$ cat config.mk
export PLATFORM = sky130hd
export DESIGN_NAME = riscv_retire_monitor_flat
export DESIGN_NICKNAME = d
export VERILOG_FILES = /design/src/rtl/riscv_retire_monitor_pkg.sv /design/src/rtl/riscv_retire_monitor_if.sv /design/src/rtl/riscv_halt_det.sv /design/src/rtl/riscv_retire_monitor.sv /design/src/flat_wrapper.sv
export SDC_FILE = /design/constraint.sdc
export NUM_CORES = 1
export LEC_CHECK = 0
export ABC_AREA = 1
export CAP_MARGIN = 0
export CORE_ASPECT_RATIO = 0.5
export CORE_MARGIN = 5
export CORE_UTILIZATION = 49
export DETAILED_ROUTE_END_ITERATION = 7
export PLACE_DENSITY = 0.87
export RECOVER_POWER = 100
export SETUP_SLACK_MARGIN = 0.05
export SLEW_MARGIN = 30
export SYNTH_ARGS = -nofsm -noshare
export SYNTH_HDL_FRONTEND = slang
export SYNTH_SLANG_ARGS = --single-unit
$ cat constraint.sdc
create_clock -name CLK -period 3.1 [get_ports CLK]
set_input_delay 0.31 -clock CLK [delete_from_list [all_inputs] [get_ports CLK]]
set_output_delay 0.31 -clock CLK [all_outputs]
set_load 0.05 [all_outputs]
$ cat src/rtl/riscv_retire_monitor_pkg.sv
// Shared constants and types for the retire monitor: opcodes, halt-sequence
// words and the halt detector state encoding.
package riscv_pkg;

    localparam logic [6:0]  OPC_STORE  = 7'b0100011;
    localparam logic [6:0]  OPC_BRANCH = 7'b1100011;

    // addi x1,x0,12 followed by jalr x0,0(x1) terminates a program
    localparam logic [31:0] HALT_WORD0 = 32'h00c00093;
    localparam logic [31:0] HALT_WORD1 = 32'h00008067;

    // Encoding 2'd3 is never entered; the detector treats it like IDLE
    typedef enum logic [1:0] {
        HS_IDLE  = 2'd0,
        HS_ARMED = 2'd1,
        HS_DONE  = 2'd2
    } halt_state_e;

    function automatic logic [6:0] opcode_of(input logic [31:0] inst);
        return inst[6:0];
    endfunction

endpackage

$ cat src/rtl/riscv_retire_monitor_if.sv
// Retirement bus from the core datapath to the retire monitor.
interface riscv_retire_monitor_if;

    logic        RETIRE;
    logic [31:0] INST;
    logic        RF_WE;
    logic [4:0]  RF_WA;
    logic [31:0] RF_WD;
    logic [11:0] ST_ADDR;
    logic        BR_TAKEN;

    // Datapath side drives the retiring instruction's information
    modport master (
        output RETIRE, INST, RF_WE, RF_WA, RF_WD, ST_ADDR, BR_TAKEN
    );

    // Monitor side only observes
    modport slave (
        input RETIRE, INST, RF_WE, RF_WA, RF_WD, ST_ADDR, BR_TAKEN
    );

endinterface

$ cat src/rtl/riscv_halt_det.sv
// Halt-pair detector: tracks the two-word halt sequence across retirements,
// tells the top whether the current retirement is counted, and flags halt.
module riscv_halt_det
    import riscv_pkg::*;
#(
    parameter logic [31:0] HALT_W0 = HALT_WORD0,
    parameter logic [31:0] HALT_W1 = HALT_WORD1
) (
    input  logic        CLK,
    input  logic        RSTn,
    input  logic        retire_i,
    input  logic [31:0] inst_i,
    output logic        count_en_o,
    output logic        halt_o
);

    halt_state_e state_q;
    halt_state_e state_d;

    // State register; reset returns to IDLE immediately
    always_ff @(posedge CLK or negedge RSTn) begin
        if (!RSTn) begin
            state_q <= HS_IDLE;
        end else begin
            state_q <= state_d;
        end
    end

    // Next state and count enable; the terminating jalr is never counted
    always_comb begin
        state_d    = state_q;
        count_en_o = 1'b0;
        halt_o     = 1'b0;
        case (state_q)
            HS_ARMED: begin
                if (retire_i) begin
                    if (inst_i == HALT_W1) begin
                        state_d = HS_DONE;
                    end else begin
                        count_en_o = 1'b1;
                        state_d    = (inst_i == HALT_W0) ? HS_ARMED : HS_IDLE;
                    end
                end
            end
            HS_DONE: begin
                halt_o = 1'b1;
            end
            default: begin
                // IDLE, and the unused encoding behaves the same way
                if (retire_i) begin
                    count_en_o = 1'b1;
                    state_d    = (inst_i == HALT_W0) ? HS_ARMED : HS_IDLE;
                end
            end
        endcase
    end

endmodule

$ cat src/rtl/riscv_retire_monitor.sv
// Retire monitor: counts retired instructions, latches one observable result
// per instruction and raises a sticky HALT once the halt pair retires.
// All outputs come straight from registers.
module riscv_retire_monitor
    import riscv_pkg::*;
#(
    parameter int          CNT_W   = 32,
    parameter logic [31:0] HALT_W0 = HALT_WORD0,
    parameter logic [31:0] HALT_W1 = HALT_WORD1
) (
    input  logic                 CLK,
    input  logic                 RSTn,
    riscv_retire_monitor_if.slave ret,
    output logic [CNT_W-1:0]     NUM_INST,
    output logic [31:0]          OUTPUT_PORT,
    output logic                 HALT
);

    logic             count_en;
    logic             halt_det;
    logic [CNT_W-1:0] count_q;
    logic [CNT_W-1:0] count_d;
    logic [31:0]      port_q;
    logic [31:0]      port_d;
    logic [6:0]       opcode;

    riscv_halt_det #(
        .HALT_W0 (HALT_W0),
        .HALT_W1 (HALT_W1)
    ) u_halt_det (
        .CLK        (CLK),
        .RSTn       (RSTn),
        .retire_i   (ret.RETIRE),
        .inst_i     (ret.INST),
        .count_en_o (count_en),
        .halt_o     (halt_det)
    );

    assign opcode = opcode_of(ret.INST);

    // Count and result select for a counted retirement; stores win over
    // branches, which win over register writes; x0 writes leave the port alone
    always_comb begin
        count_d = count_q;
        port_d  = port_q;
        if (count_en) begin
            count_d = count_q + CNT_W'(1);
            if (opcode == OPC_STORE) begin
                port_d = {20'b0, ret.ST_ADDR};
            end else if (opcode == OPC_BRANCH) begin
                port_d = {31'b0, ret.BR_TAKEN};
            end else if (ret.RF_WE && (ret.RF_WA != 5'd0)) begin
                port_d = ret.RF_WD;
            end
        end
    end

    // Output registers; counter wraps silently
    always_ff @(posedge CLK or negedge RSTn) begin
        if (!RSTn) begin
            count_q <= '0;
            port_q  <= '0;
        end else begin
            count_q <= count_d;
            port_q  <= port_d;
        end
    end

    assign NUM_INST    = count_q;
    assign OUTPUT_PORT = port_q;
    assign HALT        = halt_det;

endmodule

$ cat src/flat_wrapper.sv
// flat-port wrapper written by rule: the top's interface ports become plain ports
module riscv_retire_monitor_flat import riscv_pkg::*;
#(
    parameter int          CNT_W   = 32,
    parameter logic [31:0] HALT_W0 = HALT_WORD0,
    parameter logic [31:0] HALT_W1 = HALT_WORD1
)
  (CLK, RSTn, NUM_INST, OUTPUT_PORT, HALT, ret_RETIRE, ret_INST, ret_RF_WE, ret_RF_WA, ret_RF_WD, ret_ST_ADDR, ret_BR_TAKEN);
  riscv_retire_monitor_if ret_i ();
  input  logic CLK;
  input  logic RSTn;
  output logic [CNT_W-1:0] NUM_INST;
  output logic [31:0] OUTPUT_PORT;
  output logic HALT;
  input wire logic [$bits(ret_i.RETIRE)-1:0] ret_RETIRE;
  input wire logic [$bits(ret_i.INST)-1:0] ret_INST;
  input wire logic [$bits(ret_i.RF_WE)-1:0] ret_RF_WE;
  input wire logic [$bits(ret_i.RF_WA)-1:0] ret_RF_WA;
  input wire logic [$bits(ret_i.RF_WD)-1:0] ret_RF_WD;
  input wire logic [$bits(ret_i.ST_ADDR)-1:0] ret_ST_ADDR;
  input wire logic [$bits(ret_i.BR_TAKEN)-1:0] ret_BR_TAKEN;
  assign ret_i.RETIRE = ret_RETIRE;
  assign ret_i.INST = ret_INST;
  assign ret_i.RF_WE = ret_RF_WE;
  assign ret_i.RF_WA = ret_RF_WA;
  assign ret_i.RF_WD = ret_RF_WD;
  assign ret_i.ST_ADDR = ret_ST_ADDR;
  assign ret_i.BR_TAKEN = ret_BR_TAKEN;
  riscv_retire_monitor #(.CNT_W(CNT_W), .HALT_W0(HALT_W0), .HALT_W1(HALT_W1)) u_core (.CLK(CLK), .RSTn(RSTn), .ret(ret_i), .NUM_INST(NUM_INST), .OUTPUT_PORT(OUTPUT_PORT), .HALT(HALT));
endmodule
==> results of run 1 <==
kinds of logic after synthesis:
kind of cell / count (synthesis) / synth area share, %
simple gates: 444 / 45.0
buf+inv: 102 / 10.2
flops: 66 / 39.4
xor+xnor: 16 / 3.35
compound gates: 10 / 1.19
fa+ha+maj: 3 / 0.896
per-stage QoR:
stage / worst slack [ps] / area (um^2) / power [mW]
detailed placement: 822 / 5730 / 1.98
global placement: 894 / 5730 / 1.96
global route: 787 / 6080 / 3.24
floorplan: 1160 / 4190 / 1.59
finish: 934 / 6080 / 3.12
CTS: 982 / 6090 / 3.18
layer usage:
metal | GRT usage [%] | up-vias | part of all wire, %
met3 | 6.33 | 25 | 7.1
met2 | 45.2 | 167 | 50
met4 | 7.95 | 0 | 2.0
met1 | 27.7 | 2083 | 41
li1 | - | 2279 | -
met5 | 0 | - | 0
layout make-up:
type | count | share of cell area, %
Timing Repair Buffer | 158 | 25.5
Tap cell | 112 | 2.31
Multi-Input combinational cell | 473 | 34.6
Clock buffer | 9 | 3.71
Sequential cell | 66 | 27.2
Clock inverter | 7 | 2.04
Inverter | 75 | 4.63
cell usage in the layout, fill, tap and decap left out, drive strengths merged:
master / instances
nand2: 282
clkdlybuf4s50: 82
inv: 78
dlygate4sd3: 67
dfrtp: 66
nor2: 58
nand3: 53
nand4: 35
nor3: 11
o21ai: 10
clkbuf: 10
xor2: 9
buf: 8
xnor2: 7
nand3b: 3
ha: 3
bufinv: 3
and2: 1
nor4: 1
clkinvlp: 1
sequential cells by signal (all words and copies together), names as in the netlist:
name / flops
u_core.NUM_INST: 32
u_core.OUTPUT_PORT: 32
u_core.u_halt_det.state_q: 2
worst min path at each step:
stage                     startpoint                            to  slack, ps  depth (start not counted)
after floorplan                 RSTn            u_core.NUM_INST[0]         10                          0
after global placement          RSTn  u_core.u_halt_det.state_q[0]        300                          1
after detailed placement        RSTn  u_core.u_halt_det.state_q[0]        300                          1
after CTS                 ret_RETIRE        u_core.OUTPUT_PORT[14]        420                          3
after global routing      ret_RETIRE        u_core.OUTPUT_PORT[18]        440                          3
final                     ret_RETIRE        u_core.OUTPUT_PORT[25]        440                          3
power by group through the flow:
| stage | sequential [mW] | clock, mW | combinational (mW) |
|---|---|---|---|
| after floorplan | 1.39 | 0 | 0.204 |
| after global placement | 1.06 | 0 | 0.903 |
| after detailed placement | 1.06 | 0 | 0.922 |
| after CTS | 1.05 | 1.21 | 0.926 |
| after global routing | 1.06 | 1.24 | 0.940 |
| final | 1.04 | 1.19 | 0.882 |
worst max-delay path, delay by kind of cell:
family	cells	cell delay, ps
buf+inv	2	890
simple gates	8	960
compound gates	1	160
repair_timing:
item	4_1_cts	5_1_grt
resized for setup	0	0
endpoints found under the hold margin	22	0
hold buffers	1	0
setup endpoints to repair	0	0
cell usage after synthesis (all sizes together):
| cell | count |
|---|---|
| and2 | 1 |
| buf | 16 |
| clkbuf | 11 |
| dfrtp | 66 |
| ha | 3 |
| inv | 75 |
| nand2 | 282 |
| nand3 | 53 |
| nand3b | 3 |
| nand4 | 35 |
| nor2 | 58 |
| nor3 | 11 |
| nor4 | 1 |
| o21ai | 10 |
| xnor2 | 7 |
| xor2 | 9 |
==> flow_summary.json, run 1 <==
{
  "routed_wire_length_per_instance_um": 13.9,
  "p_int_mw": 2.06,
  "post-synth-top-area-cell": "sky130_fd_sc_hd__dfrtp_1",
  "placed_cells": 883,
  "grt_max_degree": 45,
  "clock-root-buffer": "sky130_fd_sc_hd__clkbuf_16",
  "worst-r2r-cell-count": 10,
  "share_of_the_synthesized_area_in_the_top_cell_type_pct": 39.4,
  "synth_seq_cells": 66,
  "floorplan.initialDensity_pct": 51.3,
  "power.combinational.fraction_pct": 28.3,
  "route.detailed.drc": 0,
  "grt_first_pass_wirelength_um": 20400,
  "power.sequential.fraction_pct": 33.5,
  "critical_path.reg2reg.startpoint": "u_core.NUM_INST[0]",
  "clockBufferDepth": 2,
  "max_stage_delay_ps": 600,
  "worst_slew_pin_slew_ps": 1170,
  "timing.critical_path.from": "ret_INST[6]",
  "areaGrowthSynthToFinish_pct": 45.1,
  "crit_path_start_kind": "input pin",
  "slew_viol_final": 0,
  "mappedNetlistArea_mm2": 0.00419,
  "regToRegEndpoint": "u_core.NUM_INST[28]",
  "grt_antenna_before_repair": 0,
  "chain_of_cells_forming_the_critical_path": "dlygate4sd3_1 > nand2_1 > nor2_1 > nand2_1 > nor2_1 > nand2_1 > nand2_2 > nand2_1 > buf_4 > nand2_4 > o21ai_0",
  "relSlewSlack_pct": 22.1,
  "area_of_combinational_cells_with_multiple_inputs_mm2": 0.00210,
  "final.fill_count": 670,
  "fin_tns_setup_ps": 0,
  "final_nets": 872,
  "drtAntennaViolNets": 0,
  "initialDrtViolationCount": 291,
  "fin_skew_ps": 5.40,
  "core_area_mm2": 0.00817,
  "io_buf_count": 150,
  "utilization_pct": 74.4,
  "chipHeight_um": 75.4,
  "peakVddDrop_uv": 444,
  "die_area_mm2": 0.0106,
  "antenna-diode-count": 0,
  "fmax_mhz": 462,
  "setup-violations-final": 0,
  "drv_cap": 0,
  "dpl.hpwl_um": 9430,
  "setup.reg_to_reg.worst_slack_ps": 1130,
  "tritoncts.num_buffers": 9,
  "final_period_minus_worst_setup_slack_ps": 2170,
  "hold-worst-slack_ps": 435,
  "cts_htree_levels": 3,
  "layout_worst_path_cycle_share_pct": 69.9,
  "grt_pass1_vias": 4333,
  "rsz0062_at_grt": "false",
  "p_leak_nw": 3.10,
  "hold_class": "in2reg",
  "critPathArrivalTime_ps": 2360,
  "postSynthNetCount": 730,
  "post_cts_setup_buffer_count": 0,
  "yosys.cell_types.count": 24,
  "vias": 4554,
  "clkSinkCount": 66,
  "synthTopCellsByArea": "sky130_fd_sc_hd__dfrtp_1 (39%), sky130_fd_sc_hd__nand2_1 (25%), sky130_fd_sc_hd__inv_1 (6.7%)",
  "cp_max_fo": 37,
  "run_status": "completed",
  "layout.area.seq_mm2": 0.00165,
  "timing.critical_path.mode_cell": "sky130_fd_sc_hd__nand2_1",
  "grt-ovfl-total": 0,
  "gr-usage-all-layers_pct": 24.1,
  "rows": 23,
  "clockPowerShare_pct": 38.2,
  "switching_power_mw": 1.06,
  "timing.critical_path.required_ps": 3290,
  "endpoint_kind": "register",
  "final_cell_count_without_fillers": 900,
  "switching_share_pct": 33.9,
  "layout_cells_sized_above_1_pct": 3.93,
  "drt-pass1-iter-count": 5,
  "floorplan.io_pins": 151,
  "tritoncts": "done",
  "criticalPathCategory": "in2reg",
  "seq_area_frac_synth_pct": 39.4,
  "finalHoldViolations": 0,
  "ys_warn_count": 0,
  "pwr_density_cell_mw_per_mm2": 512,
  "clkSlewWorstSetupHoldPaths_ps": 60,
  "synth_area_per_cell_um2": 6.54,
  "cp-endpoint": "u_core.NUM_INST[2]",
  "post_synth_inst_count": 641,
  "routability_congestion": 0.927,
  "crit_path_top_delay_cell": "sky130_fd_sc_hd__dlygate4sd3_1",
  "drt-vias-per-instance": 5.06,
  "fp.dieW_um": 141,
  "detail_route.wirelength_um": 12500,
  "clock_insertion_delay_at_the_later_pin_of_the_skew_report_ps": 330
}
Power figures use the tool's default switching activity.
==> run 2: changes to the inputs <==
--- a/config.mk
+++ b/config.mk
@@ -9,9 +9,9 @@
 export CAP_MARGIN = 0
 export CORE_ASPECT_RATIO = 0.5
 export CORE_MARGIN = 5
-export CORE_UTILIZATION = 49
+export CORE_UTILIZATION = 46
 export DETAILED_ROUTE_END_ITERATION = 7
-export PLACE_DENSITY = 0.87
+export PLACE_DENSITY = 0.82
 export RECOVER_POWER = 100
 export SETUP_SLACK_MARGIN = 0.05
 export SLEW_MARGIN = 30
==> constraint.sdc (replaced) <==
create_clock -name CLK -period 2.14 [get_ports CLK]
set_input_delay 0.214 -clock CLK [delete_from_list [all_inputs] [get_ports CLK]]
set_output_delay 0.214 -clock CLK [all_outputs]
set_load 0.05 [all_outputs]
==> run 2 against run 1 <==
  * Critical path depth decreased by 8
  * Highest routed layer unchanged
  * Final area rose by 0.72%
  * Total power is 43% higher
==> flow_summary.json, run 2 (synthesis gave the netlist of run 1 again) <==
{
  "run_status": "completed",
  "route.detailed.drc": 0,
  "most-common-layout-cells": "sky130_fd_sc_hd__nand2_1 (279), sky130_fd_sc_hd__clkdlybuf4s50_1 (84), sky130_fd_sc_hd__inv_1 (75), sky130_fd_sc_hd__dfrtp_1 (66), sky130_fd_sc_hd__dlygate4sd3_1 (65)",
  "hold_path.startpoint": "ret_RETIRE",
  "setup-violations-final": 0,
  "timing.critical_path.required_ps": 1930,
  "final_nets": 880,
  "clkSinkCount": 66,
  "peakVddDrop_uv": 586,
  "criticalPathCategory": "reg2out",
  "clockBufferDepth": 2,
  "areaGrowthSynthToFinish_pct": 46.1,
  "post_cts_setup_buffer_count": 0,
  "floorplan.io_pins": 151,
  "drv_cap": 0,
  "drt-vias-per-instance": 4.97,
  "cp_max_fo": 2,
  "drtAntennaViolNets": 0,
  "vias": 4541,
  "fin_tns_setup_ps": 0,
  "final_cell_count_without_fillers": 913,
  "critical_path.reg2reg.startpoint": "u_core.NUM_INST[0]",
  "grt_max_degree": 38,
  "hold_class": "in2reg",
  "placement.cell_area_mm2": 0.00581,
  "fp.dieW_um": 145,
  "mostFrequentLayoutCell": "sky130_fd_sc_hd__nand2_1",
  "hold_path_depth": 3,
  "initialDrtViolationCount": 267,
  "critPathArrivalTime_ps": 1750,
  "placed_cells": 896,
  "gr-usage-all-layers_pct": 22.5,
  "tritoncts": "done",
  "cts_htree_levels": 3,
  "drt-pass1-iter-count": 4,
  "rows": 24,
  "routability_congestion": 0.928,
  "io_buf_count": 150,
  "core_area_mm2": 0.00880,
  "total_power_mw": 4.46,
  "stdcell_area_mm2": 0.00612,
  "slew_viol_final": 0,
  "grt_first_pass_wirelength_um": 21200,
  "die_area_mm2": 0.0112,
  "clock-root-buffer": "sky130_fd_sc_hd__clkbuf_16",
  "pwr_density_cell_mw_per_mm2": 729,
  "worst-r2r-cell-count": 9,
  "rsz0062_at_grt": "false",
  "fmax_mhz": 508,
  "fin_skew_ps": 8.52,
  "crit_path_start_kind": "register",
  "grt_antenna_before_repair": 0,
  "layout_worst_path_cycle_share_pct": 91.9,
  "endpoint_kind": "output pin",
  "clkSlewWorstSetupHoldPaths_ps": 60,
  "detail_route.wirelength_um": 12600,
  "grt_pass1_vias": 4446,
  "grt-ovfl-total": 0,
  "utilization_pct": 69.6,
  "layout_cells_sized_above_1_pct": 4.65,
  "setup.reg_to_reg.worst_slack_ps": 270,
  "final_period_minus_worst_setup_slack_ps": 1970,
  "hold_path_end": "u_core.NUM_INST[19]",
  "final.fill_count": 775,
  "chipHeight_um": 77.5,
  "regToRegEndpoint": "u_core.NUM_INST[25]",
  "routed_wire_length_per_instance_um": 13.8,
  "antenna-diode-count": 0,
  "tritoncts.num_buffers": 9,
  "clock_insertion_delay_at_the_later_pin_of_the_skew_report_ps": 330,
  "worst_slew_pin_slew_ps": 751,
  "p_leak_nw": 3.13,
  "floorplan.initialDensity_pct": 47.6,
  "dpl.hpwl_um": 9640,
  "relSlewSlack_pct": 50.0,
  "finalHoldViolations": 0
}
-- run 2: critical path, stage by stage, from the launching register on --
cell and delay [ps]:
sky130_fd_sc_hd__dfrtp_1 380, sky130_fd_sc_hd__inv_1 70, sky130_fd_sc_hd__ha_1 160, sky130_fd_sc_hd__clkdlybuf4s50_1 810
-- run 2: how the worst max path moves through the flow --
stage	cells after the start	startpoint	end	slack [ps]
4_1_cts	3	u_core.u_halt_det.state_q[0]	HALT	150
3_3_place_gp	11	ret_INST[4]	u_core.NUM_INST[16]	240
5_1_grt	12	ret_INST[5]	u_core.OUTPUT_PORT[28]	50
6_report	3	u_core.u_halt_det.state_q[0]	HALT	170
2_1_floorplan	10	u_core.NUM_INST[0]	u_core.NUM_INST[28]	200
3_5_place_dp	11	ret_INST[4]	u_core.NUM_INST[14]	160
-- run 2: stage by stage --
step           hold WS [ps]  setup WS (ps)
3_3_place_gp            303            239
5_1_grt                 468           51.8
2_1_floorplan         -81.6            195
3_5_place_dp            305            159
4_1_cts                 435            155
6_report                447            173
-- run 2: what timing repair did --
action	in CTS	in global routing
endpoints found under the hold margin	29	0
resized for setup	0	2
hold buffers	1	0
setup endpoints to repair	0	4
-- run 2: layer usage --
metal	up-vias	track usage, %	routed length, um	part of all wire (%)
li1	2292	-	-	-
met1	2085	25.7	5170	41
met2	139	41.4	6410	51
met3	25	5.88	767	6.1
met4	0	7.52	294	2.3
met5	-	0	0	0
-- run 2: area by class of cell --
type / instances / area (um^2) / share of cell area (%)
Sequential cell: 66 / 1650 / 27.0
Multi-Input combinational cell: 473 / 2100 / 34.2
Inverter: 75 / 282 / 4.60
Clock buffer: 12 / 267 / 4.35
Clock inverter: 4 / 72.6 / 1.19
Tap cell: 117 / 146 / 2.39
Timing Repair Buffer: 166 / 1610 / 26.3
-- run 2: power by group --
part           switching (mW)  total, mW  leakage, nW  internal, mW
Combinational           0.837       1.29         2.10         0.451
Clock                   0.552       1.67        0.165          1.11
Sequential              0.118       1.51        0.862          1.39
Total                    1.51       4.46         3.13          2.95
==> run 3: changes to the inputs <==
--- a/config.mk
+++ b/config.mk
@@ -9,9 +9,10 @@
 export CAP_MARGIN = 0
 export CORE_ASPECT_RATIO = 0.5
 export CORE_MARGIN = 5
-export CORE_UTILIZATION = 46
+export CORE_UTILIZATION = 49
 export DETAILED_ROUTE_END_ITERATION = 7
-export PLACE_DENSITY = 0.82
+export MAX_ROUTING_LAYER = met4
+export PLACE_DENSITY = 0.87
 export RECOVER_POWER = 100
 export SETUP_SLACK_MARGIN = 0.05
 export SLEW_MARGIN = 30
==> constraint.sdc (replaced) <==
create_clock -name CLK -period 2.4 [get_ports CLK]
set_input_delay 0.24 -clock CLK [delete_from_list [all_inputs] [get_ports CLK]]
set_output_delay 0.24 -clock CLK [all_outputs]
set_load 0.05 [all_outputs]
==> run 3 against run 2 <==
  * The flow now finishes with violations (capacitance limit, slew limit)
  * Clock power decreased by 31%
  * Flip-flop and latch count unchanged
  * Setup slack improved by 130 ps
  * Largest power group is now sequential cells
  * Critical path type is now in2reg
==> flow_summary.json, run 3 (synthesis gave the netlist of run 1 again) <==
{
  "gr-usage-all-layers_pct": 24.5,
  "worst_slew_pin_slew_ps": 1590,
  "chipHeight_um": 75.4,
  "detail_route.wirelength_um": 12200,
  "finalHoldViolations": 0,
  "clkSlewWorstSetupHoldPaths_ps": 50,
  "hold_class": "in2reg",
  "detailedPlace.worstSlack_ps": 277,
  "cp_max_fo": 21,
  "cts_htree_levels": 3,
  "critPathArrivalTime_ps": 2360,
  "initialDrtViolationCount": 262,
  "drt-pass1-iter-count": 4,
  "placed_cells": 886,
  "clockBufferDepth": 2,
  "most-common-layout-cells": "sky130_fd_sc_hd__nand2_1 (280), sky130_fd_sc_hd__clkdlybuf4s50_1 (82), sky130_fd_sc_hd__inv_1 (75), sky130_fd_sc_hd__dlygate4sd3_1 (66), sky130_fd_sc_hd__dfrtp_1 (66)",
  "rsz0062_at_grt": "false",
  "final.fill_count": 656,
  "grt_pass1_vias": 4317,
  "utilization_pct": 73.3,
  "crit_path_start_kind": "input pin",
  "floorplan.io_pins": 151,
  "clkSinkCount": 66,
  "grt_max_degree": 67,
  "post_cts_resized": 0,
  "timing.final.ws_setup_ps": 301,
  "max_stage_delay_ps": 610,
  "p_leak_nw": 3.07,
  "routed_wire_length_per_instance_um": 13.5,
  "tritoncts.num_buffers": 9,
  "mostFrequentLayoutCell": "sky130_fd_sc_hd__nand2_1",
  "route.detailed.drc": 0,
  "fmax_mhz": 476,
  "chain_of_cells_forming_the_critical_path": "dlygate4sd3_1 > nand2_1 > nor2_1 > nand2_1 > nor2_1 > nand2_1 > nand2_1 > nand2_4 > nand3_1 > clkbuf_2 > nand2_1 > nand2_1",
  "peakVddDrop_uv": 553,
  "areaGrowthSynthToFinish_pct": 43.0,
  "core_area_mm2": 0.00817,
  "routability_congestion": 0.926,
  "grt-ovfl-total": 0,
  "floorplan.initialDensity_pct": 51.3,
  "setup.reg_to_reg.worst_slack_ps": 390,
  "layout_worst_path_cycle_share_pct": 87.5,
  "drtAntennaViolNets": 0,
  "rows": 23,
  "io_buf_count": 150,
  "relSlewSlack_pct": -6.03,
  "grt_first_pass_wirelength_um": 19900,
  "fp.dieW_um": 141,
  "timing.critical_path.required_ps": 2660,
  "layout_cells_sized_above_1_pct": 3.93,
  "crit_path_top_delay_cell": "sky130_fd_sc_hd__dlygate4sd3_1",
  "setup-violations-final": 0,
  "vias": 4462,
  "antenna-diode-count": 0,
  "slew_viol_final": 67,
  "clock-root-buffer": "sky130_fd_sc_hd__clkbuf_16",
  "failing_checks": "capacitance limit, slew limit",
  "layout.area.seq_mm2": 0.00165,
  "run_status": "complete, but fails checks",
  "tritoncts": "done",
  "post_cts_setup_buffer_count": 0,
  "fin_tns_setup_ps": 0,
  "timing.critical_path.mode_cell": "sky130_fd_sc_hd__nand2_1",
  "final_nets": 874,
  "criticalPathCategory": "in2reg",
  "hold-worst-slack_ps": 378,
  "ctsHoldBuffers": 0,
  "clock_insertion_delay_at_the_later_pin_of_the_skew_report_ps": 330,
  "final_period_minus_worst_setup_slack_ps": 2100,
  "drt-vias-per-instance": 4.96,
  "die_area_mm2": 0.0106,
  "area_of_combinational_cells_with_multiple_inputs_mm2": 0.00210,
  "drv_cap": 1,
  "grt_antenna_before_repair": 0,
  "endpoint_kind": "register",
  "dpl.hpwl_um": 9390,
  "fin_skew_ps": 3.52,
  "pwr_density_cell_mw_per_mm2": 608,
  "final_cell_count_without_fillers": 900
}
-- run 3: metrics by stage --
stage	total power, mW	cell area (um^2)
after CTS	3.73	6010
after global placement	2.54	5750
after global routing	3.81	5990
after floorplan	2.06	4190
final	3.64	5990
after detailed placement	2.56	5750
-- run 3: final timing paths --
path,startpoint,endpoint,depth (start not counted)
max in group asynchronous,RSTn,u_core.NUM_INST[2],2
hold / removal,ret_RETIRE,u_core.OUTPUT_PORT[2],3
min in group asynchronous,RSTn,u_core.OUTPUT_PORT[1],2
setup reg to reg,u_core.NUM_INST[0],u_core.NUM_INST[12],8
setup / recovery,ret_INST[6],u_core.OUTPUT_PORT[28],12
hold reg to reg,u_core.OUTPUT_PORT[13],u_core.OUTPUT_PORT[13],2
-- run 3: per-layer routing --
metal	track usage, %	part of all wire, %	up-vias
met1	27.5	42	2036
met5	-	0	-
li1	-	-	2289
met3	6.39	5.7	18
met4	7.95	2.0	0
met2	43.9	50	119
-- run 3: layout make-up --
class / count / share of cell area (%)
Clock buffer: 11 / 4.05
Multi-Input combinational cell: 473 / 35.0
Tap cell: 112 / 2.34
Inverter: 75 / 4.70
Sequential cell: 66 / 27.6
Timing Repair Buffer: 160 / 26.0
Clock inverter: 3 / 0.292
-- run 3: report_power, final --
group          internal [mW]  switching, mW  total (mW)
logic                  0.398          0.743        1.14
registers               1.24          0.106        1.35
clock network          0.710          0.448        1.16
total                   2.35           1.30        3.64
-- run 3: critical path: cells and delay by family --
kind                   cells  cell delay, ps
and+or+nand+nor           10            1190
buffers and inverters      2             930
